$ cat src/rtl/lif_pkg.sv
// lif_pkg: shared Q4.4 types, constants and saturation helper for the LIF datapath
package lif_pkg;
  typedef logic signed [7:0] q44_t;
  localparam int Q44_ONE = 16;
  localparam int Q44_MAX = 127;
  localparam int Q44_MIN = -128;
  function automatic q44_t sat8(input logic signed [31:0] v);
    return v > Q44_MAX ? q44_t'(Q44_MAX) : v < Q44_MIN ? q44_t'(Q44_MIN) : q44_t'(v);
  endfunction
endpackage

$ cat src/rtl/lif_synapse_driver_if.sv
// lif_synapse_driver_if: spike, weight-write and current/counter signals of the synapse driver
interface lif_synapse_driver_if #(parameter int N_IN = 4) ();
  import lif_pkg::*;
  localparam int AW = $clog2(N_IN);
  logic            en;
  logic [N_IN-1:0] spk_in;
  logic            w_we;
  logic [AW-1:0]   w_addr;
  q44_t            w_data;
  logic            cnt_clr;
  q44_t            I_q4_4;
  logic [7:0]      evt_cnt;
  modport master (output en, spk_in, w_we, w_addr, w_data, cnt_clr, input I_q4_4, evt_cnt);
  modport slave (input en, spk_in, w_we, w_addr, w_data, cnt_clr, output I_q4_4, evt_cnt);
endinterface

$ cat src/rtl/lif_weight_bank.sv
// lif_weight_bank: N_IN x Q4.4 weight registers, sync write, all weights read in parallel
module lif_weight_bank
  import lif_pkg::*;
#(
  parameter int   N_IN    = 4,
  parameter q44_t W_RESET = 8'sd16
) (
  input  logic                    clk,
  input  logic                    rst,
  input  logic                    we_i,
  input  logic [$clog2(N_IN)-1:0] addr_i,
  input  q44_t                    data_i,
  output q44_t [N_IN-1:0]         w_o
);
  q44_t [N_IN-1:0] w_q;
  assign w_o = w_q;
  // reset loads the default weight everywhere; out-of-range addresses are dropped
  always_ff @(posedge clk) begin
    if (rst) w_q <= {N_IN{W_RESET}};
    else if (we_i && 32'(addr_i) < N_IN) w_q[addr_i] <= data_i;
  end
endmodule

$ cat src/rtl/lif_synapse_driver.sv
// lif_synapse_driver: weighted spike sum into a decaying saturating Q4.4 current plus event counter
module lif_synapse_driver
  import lif_pkg::*;
#(
  parameter int   N_IN         = 4,
  parameter int   TAU_SH       = 2,
  parameter q44_t W_RESET_Q4_4 = 8'sd16
) (
  input logic clk,
  input logic rst,
  lif_synapse_driver_if.slave bus
);
  localparam int SW = 8 + $clog2(N_IN) + 1;
  q44_t [N_IN-1:0]    w;
  logic signed [SW-1:0] sum;
  logic signed [SW:0]   nxt;
  logic [8:0]           pc, cs;
  q44_t                 i_q, i_d;
  logic [7:0]           evt_q, evt_d;
  lif_weight_bank #(.N_IN(N_IN), .W_RESET(W_RESET_Q4_4)) u_bank (
    .clk(clk), .rst(rst), .we_i(bus.w_we), .addr_i(bus.w_addr), .data_i(bus.w_data), .w_o(w)
  );
  // weighted spike sum and popcount over the current (pre-write) weights
  always_comb begin
    sum = '0;
    pc = '0;
    for (int k = 0; k < N_IN; k++) begin
      sum = sum + (bus.spk_in[k] ? SW'(w[k]) : '0);
      pc = pc + 9'(bus.spk_in[k]);
    end
    nxt = (SW+1)'(i_q) - (SW+1)'(i_q >>> TAU_SH) + (SW+1)'(sum);
    cs = 9'(evt_q) + pc;
    i_d = bus.en ? sat8(32'(nxt)) : i_q;
    evt_d = bus.cnt_clr ? 8'd0 : bus.en ? (cs[8] ? 8'd255 : cs[7:0]) : evt_q;
  end
  // current and event counter registers
  always_ff @(posedge clk) begin
    if (rst) begin
      i_q <= '0;
      evt_q <= '0;
    end else begin
      i_q <= i_d;
      evt_q <= evt_d;
    end
  end
  assign bus.I_q4_4 = i_q;
  assign bus.evt_cnt = evt_q;
endmodule

$ cat src/flat_wrapper.sv
// flat-port wrapper written by rule: the top's interface ports become plain ports
module lif_synapse_driver_flat import lif_pkg::*;
#(
  parameter int   N_IN         = 4,
  parameter int   TAU_SH       = 2,
  parameter q44_t W_RESET_Q4_4 = 8'sd16
)
  (clk, rst, bus_en, bus_spk_in, bus_w_we, bus_w_addr, bus_w_data, bus_cnt_clr, bus_I_q4_4, bus_evt_cnt);
  lif_synapse_driver_if #(.N_IN(N_IN)) bus_i ();
  input logic clk;
  input logic rst;
  input wire logic [$bits(bus_i.en)-1:0] bus_en;
  input wire logic [$bits(bus_i.spk_in)-1:0] bus_spk_in;
  input wire logic [$bits(bus_i.w_we)-1:0] bus_w_we;
  input wire logic [$bits(bus_i.w_addr)-1:0] bus_w_addr;
  input wire logic [$bits(bus_i.w_data)-1:0] bus_w_data;
  input wire logic [$bits(bus_i.cnt_clr)-1:0] bus_cnt_clr;
  output wire logic [$bits(bus_i.I_q4_4)-1:0] bus_I_q4_4;
  output wire logic [$bits(bus_i.evt_cnt)-1:0] bus_evt_cnt;
  assign bus_i.en = bus_en;
  assign bus_i.spk_in = bus_spk_in;
  assign bus_i.w_we = bus_w_we;
  assign bus_i.w_addr = bus_w_addr;
  assign bus_i.w_data = bus_w_data;
  assign bus_i.cnt_clr = bus_cnt_clr;
  assign bus_I_q4_4 = bus_i.I_q4_4;
  assign bus_evt_cnt = bus_i.evt_cnt;
  lif_synapse_driver #(.N_IN(N_IN), .TAU_SH(TAU_SH), .W_RESET_Q4_4(W_RESET_Q4_4)) u_core (.clk(clk), .rst(rst), .bus(bus_i));
endmodule
$ cat config.mk
export PLATFORM = sky130hd
export DESIGN_NAME = lif_synapse_driver_flat
export DESIGN_NICKNAME = d
export VERILOG_FILES = /design/src/rtl/lif_pkg.sv /design/src/rtl/lif_synapse_driver_if.sv /design/src/rtl/lif_weight_bank.sv /design/src/rtl/lif_synapse_driver.sv /design/src/flat_wrapper.sv
export SDC_FILE = /design/constraint.sdc
export NUM_CORES = 1
export LEC_CHECK = 0
export ABC_AREA = 0
export CORE_AREA = 2 2 83 85
export CTS_BUF_LIST = sky130_fd_sc_hd__clkbuf_16
export CTS_CLUSTER_DIAMETER = 80
export DETAILED_ROUTE_END_ITERATION = 6
export DIE_AREA = 0 0 85 87
export GPL_ROUTABILITY_DRIVEN = 1
export GPL_TIMING_DRIVEN = 0
export PLACE_DENSITY_LB_ADDON = 0.1
export SETUP_SLACK_MARGIN = 0.4
export SYNTH_ARGS = -nofsm -noshare
export SYNTH_HDL_FRONTEND = slang
export SYNTH_SLANG_ARGS = --single-unit
$ cat constraint.sdc
create_clock -name clk -period 10.3 [get_ports clk]
set_input_delay 3.09 -clock clk [delete_from_list [all_inputs] [get_ports clk]]
set_output_delay 3.09 -clock clk [all_outputs]
set_load 0.005 [all_outputs]
Yosys cells after proc, flatten, opt, wreduce, memory -nomap -nowiden
Index checks and enable logic that the tools add are counted.
{ "word_totals": {"elab_cells": 31, "in_bits": 19, "regBits": 48, "out_inout_bits": 16} }
{ "classes": {"add_sub_neg": 9, "n_reduce_logical": 2, "muxes": 10, "magnitude_cmp": 4} }
{ "op_table": {"columns": ["op", "n"], "rows": [
  ["11-bit 2-to-1 mux", 4],
  ["11-bit adder", 3],
  ["32-bit bitwise mux", 1],
  ["8-bit 2-to-1 mux", 4],
  ["9-bit by 1-bit adder with 9-bit output", 2],
  ["8-bit demux with 2-bit select", 1],
  ["9-bit by 11-bit adder with 12-bit output", 1],
  ["12-bit by 8-bit > comparator with 1-bit output, second input constant", 1],
  ["12-bit by 8-bit < comparator with 1-bit output, second input constant", 1],
  ["8-bit by 9-bit adder with 9-bit output", 1],
  ["8-bit by 6-bit subtractor with 9-bit output", 1],
  ["2-bit by 3-bit < comparator with 1-bit output, second input constant", 1],
  ["1-bit by 1-bit adder with 2-bit output", 1],
  ["2-bit by 1-bit greater-or-equal comparator with 1-bit output, second input constant", 1],
  ["2-bit OR reduction", 1],
  ["1-bit logical AND", 1]
]} }

Depth between registers and ports, before layout
{ "depth": {"ltp_word": 8, "depth_mapped": 23, "mapped_depth_nobuf": 23} }

Hierarchy
A second synthesis with hierarchy kept.
{ "hier_totals": {"hier_cells": 382, "hier_area_um2": 3642.2} }
{ "by_module_without_submodules": {"columns": ["module", "cells_per_inst", "area_each_um2", "seq_area_each_um2", "instances"], "rows": [
  ["lif_synapse_driver", 264, 2356.0, 320.3, 1],
  ["lif_weight_bank", 118, 1286.2, 640.6, 1]
]} }

Worst setup path after synthesis
No wires, ideal clock.
{ "synth_path": {"kind": "input port to flip-flop", "from": "in bus_spk_in[3]", "to": "reg u_core.i_q[3] (netlist: u_core.bus.I_q4_4[3])", "t_arrival_ps": 8114, "path_buffers": 0, "required_time_ps": 10214, "slack_ps": 2100, "cell_stages": 21, "setup_ps": 86, "cell_sequence": "and2_1 > fa_1 > fa_1 > ha_1 > fa_1 > a21o_1 > a21oi_1 > o21bai_1 > a21oi_1 > o21bai_1 > a21oi_1 > xnor2_1 > ha_1 > xor2_1 > ha_1 > and3_1 > a31o_1 > a2111o_1 > nor4_4 > o221ai_1 > a221oi_2"} }
{ "synth_between": {"elab_chain_len": 6, "word_cells_on_any_way": 7, "classes_between": "2 x add/sub; 2 x order compare; 3 x mux"} }
{ "synth_lines": {"columns": ["item", "line_no", "text"], "rows": [
  ["start: declaration", "flat_wrapper.sv:13", "input wire logic [$bits(bus_i.spk_in)-1:0] bus_spk_in;"],
  ["11-bit 2-to-1 mux *", "lif_synapse_driver.sv:28", "sum = sum + (bus.spk_in[k] ? SW'(w[k]) : '0);"],
  ["11-bit adder *", "lif_synapse_driver.sv:28", null],
  ["9-bit by 11-bit adder with 12-bit output *", "lif_synapse_driver.sv:31", "nxt = (SW+1)'(i_q) - (SW+1)'(i_q >>> TAU_SH) + (SW+1)'(sum);"],
  ["12-bit by 8-bit < comparator with 1-bit output", "lif_pkg.sv:8", "return v > Q44_MAX ? q44_t'(Q44_MAX) : v < Q44_MIN ? q44_t'(Q44_MIN) : q44_t'(v);"],
  ["8-bit 2-to-1 mux", "lif_pkg.sv:8", null],
  ["8-bit 2-to-1 mux *", "lif_pkg.sv:8", null],
  ["end signal: assignment", "lif_synapse_driver.sv:42", "i_q <= i_d;"],
  ["end: declaration", "lif_synapse_driver.sv:18", "q44_t i_q, i_d;"]
]} }
Every way passes the cells marked *; elsewhere a longest branch is shown, timed or not.
A chain may end at the register's enable or synchronous reset.

Final worst setup path
Same ends and word-level chain as after synthesis.

==> metrics.cfg <==
[power_and_ir_drop]
powerDensity_nw_per_um2 = 271
power_frac_clock_pct = 16.7
combPwrFrac_pct = 64.1
ir_drop_uv = 344
power_switching_w = 0.000516
total_power_w = 0.00116
power_switching_share_pct = 44.6
p_seq_share_pct = 19.2
p_int_w = 0.000641
cellLeakagePower_nw = 1.88

[finish]
n_fill_cell = 566
n_antenna_cell = 0
multi_input_area_um2 = 2510
drive_gt1_share_pct = 4.55
final_cell_mix = 65 x nand2_1, 48 x dfxtp_1, 39 x a21oi_1
nNetsFinal = 541
regArea_um2 = 961
final_common_cell = nand2_1
syn2layout_area_growth_pct = 16.8

[grt]
antenna_found_initial = 0
grtUsageTotal_pct = 22.6
grt_pass1_vias = 2877
overflow = 0
grt_pass1_wl_mm = 13.3
grt_max_degree = 18

[logic_synthesis]
postSynthCellCount = 420
syn-cell-area_um2 = 3660
synthSimpleGateAreaFrac_pct = 19.0
synth_top_family_by_area = adder cells
synth-edff-count = 0
syn_area_per_cell_um2 = 8.71
synth-main-ff-cell = dfxtp_1
synth.distinct_cells = 44
synth-compound-area-share_pct = 15.9
synth-seq-cells = 48
synth-xor-area-share_pct = 5.23
synth.area.mux_share_pct = 2.46
ys_warn_count = 0
synth_adder_area_share_pct = 26.2
async_flop_share_pct = 0
yosysSeqAreaShare_pct = 26.3
syn_nets = 500

[timing]
slew_headroom_pct = 53.1
setup_tns_ns = 0
rsz0062_at_grt = false
drv_slew = 0
fmax_mhz = 109
min_period_over_period_pct = 89.0
hold_violations = 0
finalCriticalPeriod_ns = 9.17
setup_viol = 0
fin_skew_ns = 0.00597
tightest_slew_ns = 0.703

[die]
io-pin-count = 35
coreArea_um2 = 6570
die_h_um = 87
dieArea_um2 = 7400
rows = 30
initial_utilization_pct = 55.7
die_w_um = 85

[min_path]
hold_path_class = reg2reg

[placed_design]
io_buffers = 34
hpwl_mm = 5.98
gp_congestion = 0.825

[critical_path]
crit_required_ns = 10.50
path_cells = clkdlybuf4s50_1 -> and2_1 -> fa_1 -> fa_1 -> ha_1 -> fa_1 -> a21o_1 -> a21oi_1 -> o21bai_1 -> a21oi_1 -> o21bai_1 -> a21oi_1 -> xnor2_1 -> ha_1 -> xor2_1 -> ha_1 -> and3_1 -> a31o_1 -> a2111o_1 -> nor4_4 -> o221ai_1 -> a221oi_2
end_kind = flip-flop
worstSetupPathType = in2reg
crit_buf_inv = 1
cp_slowest_cell = clkdlybuf4s50_1
cpPeakStageDelay_ns = 0.61
critPathMaxFanout = 9
critPathLaunchType = input port
cp_top_family = adder cells
worstPathArrival_ns = 9.37

[cts]
clkTransAtPathRegs_ns = 0.07
cts-buffers-inserted = 5
cts_resized = 0
cts.sinks = 48
root_buffer = clkbuf_16
worstSkewPairLatency_ns = 0.29
h-tree-depth = 2
tritoncts = done
postCtsSetupRepairBufs = 0
ctsHoldBuffers = 0
cts_buffer_depth = 2

[drt]
route.detailed.drc = 0
via_count = 2929
vias_per_cell = 5.40
ant_nets = 0
wirelength_mm = 7.73
wl_per_cell_um = 14.3
first_iter_violations = 75
firstDrtPassIters = 4

[run_status]
status = completed

[flow_run]
cap_violations = 0

==> routing by layer <==
| layer | vias up | routed length [um] | global-route usage [%] |
|---|---|---|---|
| met2 | 42 | 3790 | 40.0 |
| met3 | 9 | 206 | 3.03 |
| li1 | 1500 | - | - |
| met5 | - | 0 | 0 |
| met4 | 0 | 97 | 5.77 |
| met1 | 1378 | 3640 | 29.1 |
==> tightest hold or removal path, cell delays in order (launching register included) <==
cell and delay [ns]:
dfxtp_1 0.31, nand2_1 0.05, a21oi_1 0.05
==> cell usage after synthesis, drive strengths merged (3+ instances only) <==
cell type,number,area share (%)
nand3b,5,1.0
fa,26,14
nand2,65,6.7
nand3,3,0.41
nor2b,4,0.68
a21o,5,1.0
and2,25,4.3
a21oi,40,5.6
ha,35,12
and3,3,0.51
a211oi,5,1.3
mux2i,9,2.5
xor2,11,2.6
clkbuf,10,1.0
inv,38,3.9
a221oi,6,1.6
or2,6,1.0
xnor2,10,2.6
nor3,5,0.68
o21bai,5,1.0
o21ai,15,2.2
dfxtp,48,26
nor2,21,2.2
==> flip-flops by register name, indices dropped and copies added (netlist names) <==
signal and cells:
u_core.u_bank.w_o 32, u_core.bus.evt_cnt 8, u_core.bus.I_q4_4 8
==> cells by family after synthesis <==
group	Yosys count
fa+ha+maj	61
compound gates	89
mux	9
buf+inv	49
xor+xnor	21
simple gates	143
flops	48
==> power groups by stage <==
| stage | Sequential (W) | Clock, W | Combinational [W] |
|---|---|---|---|
| floorplan | 0.000224 | 0 | 0.000576 |
| global placement | 0.000226 | 0 | 0.000723 |
| detailed placement | 0.000227 | 0 | 0.000737 |
| CTS | 0.000222 | 0.000197 | 0.000742 |
| global route | 0.000226 | 0.000206 | 0.000830 |
| finish | 0.000222 | 0.000193 | 0.000741 |
==> worst paths after layout <==
path / endpoint / cells past startpoint / slack, ns / from
setup / recovery: u_core.bus.I_q4_4[3]$_SDFFE_PP0P_ / 22 / 1.13 / bus_spk_in[3]
hold / removal: u_core.u_bank.w_o[10]$_SDFFE_PP0P_ / 2 / 0.45 / u_core.u_bank.w_o[10]$_SDFFE_PP0P_
setup reg to reg: u_core.bus.I_q4_4[3]$_SDFFE_PP0P_ / 21 / 4.37 / u_core.u_bank.w_o[25]$_SDFFE_PP0P_
hold reg to reg: u_core.u_bank.w_o[10]$_SDFFE_PP0P_ / 2 / 0.45 / u_core.u_bank.w_o[10]$_SDFFE_PP0P_
==> stage by stage <==
stage	utilization, %	area (um2)	hold WS (ns)	worst slack, ns	instances
3_3_place_gp	62.4	4100	0.437	0.894	534
6_report	65.1	4280	0.451	1.13	542
4_1_cts	65.1	4280	0.454	1.11	542
3_5_place_dp	62.4	4100	0.443	0.842	534
2_1_floorplan	-	3660	0.429	2.10	420
5_1_grt	65.1	4280	0.470	0.675	542
==> area by class of cell <==
| cell class | count | share of cell area [%] |
|---|---|---|
| Multi-Input combinational cell | 323 | 58.8 |
| Sequential cell | 48 | 22.5 |
| Timing Repair Buffer | 34 | 7.96 |
| Inverter | 38 | 3.34 |
| Clock buffer | 5 | 2.93 |
| Tap cell | 80 | 2.34 |
| Clock inverter | 3 | 1.17 |
| Buffer | 11 | 0.966 |
(Power assumes the default switching activity.)
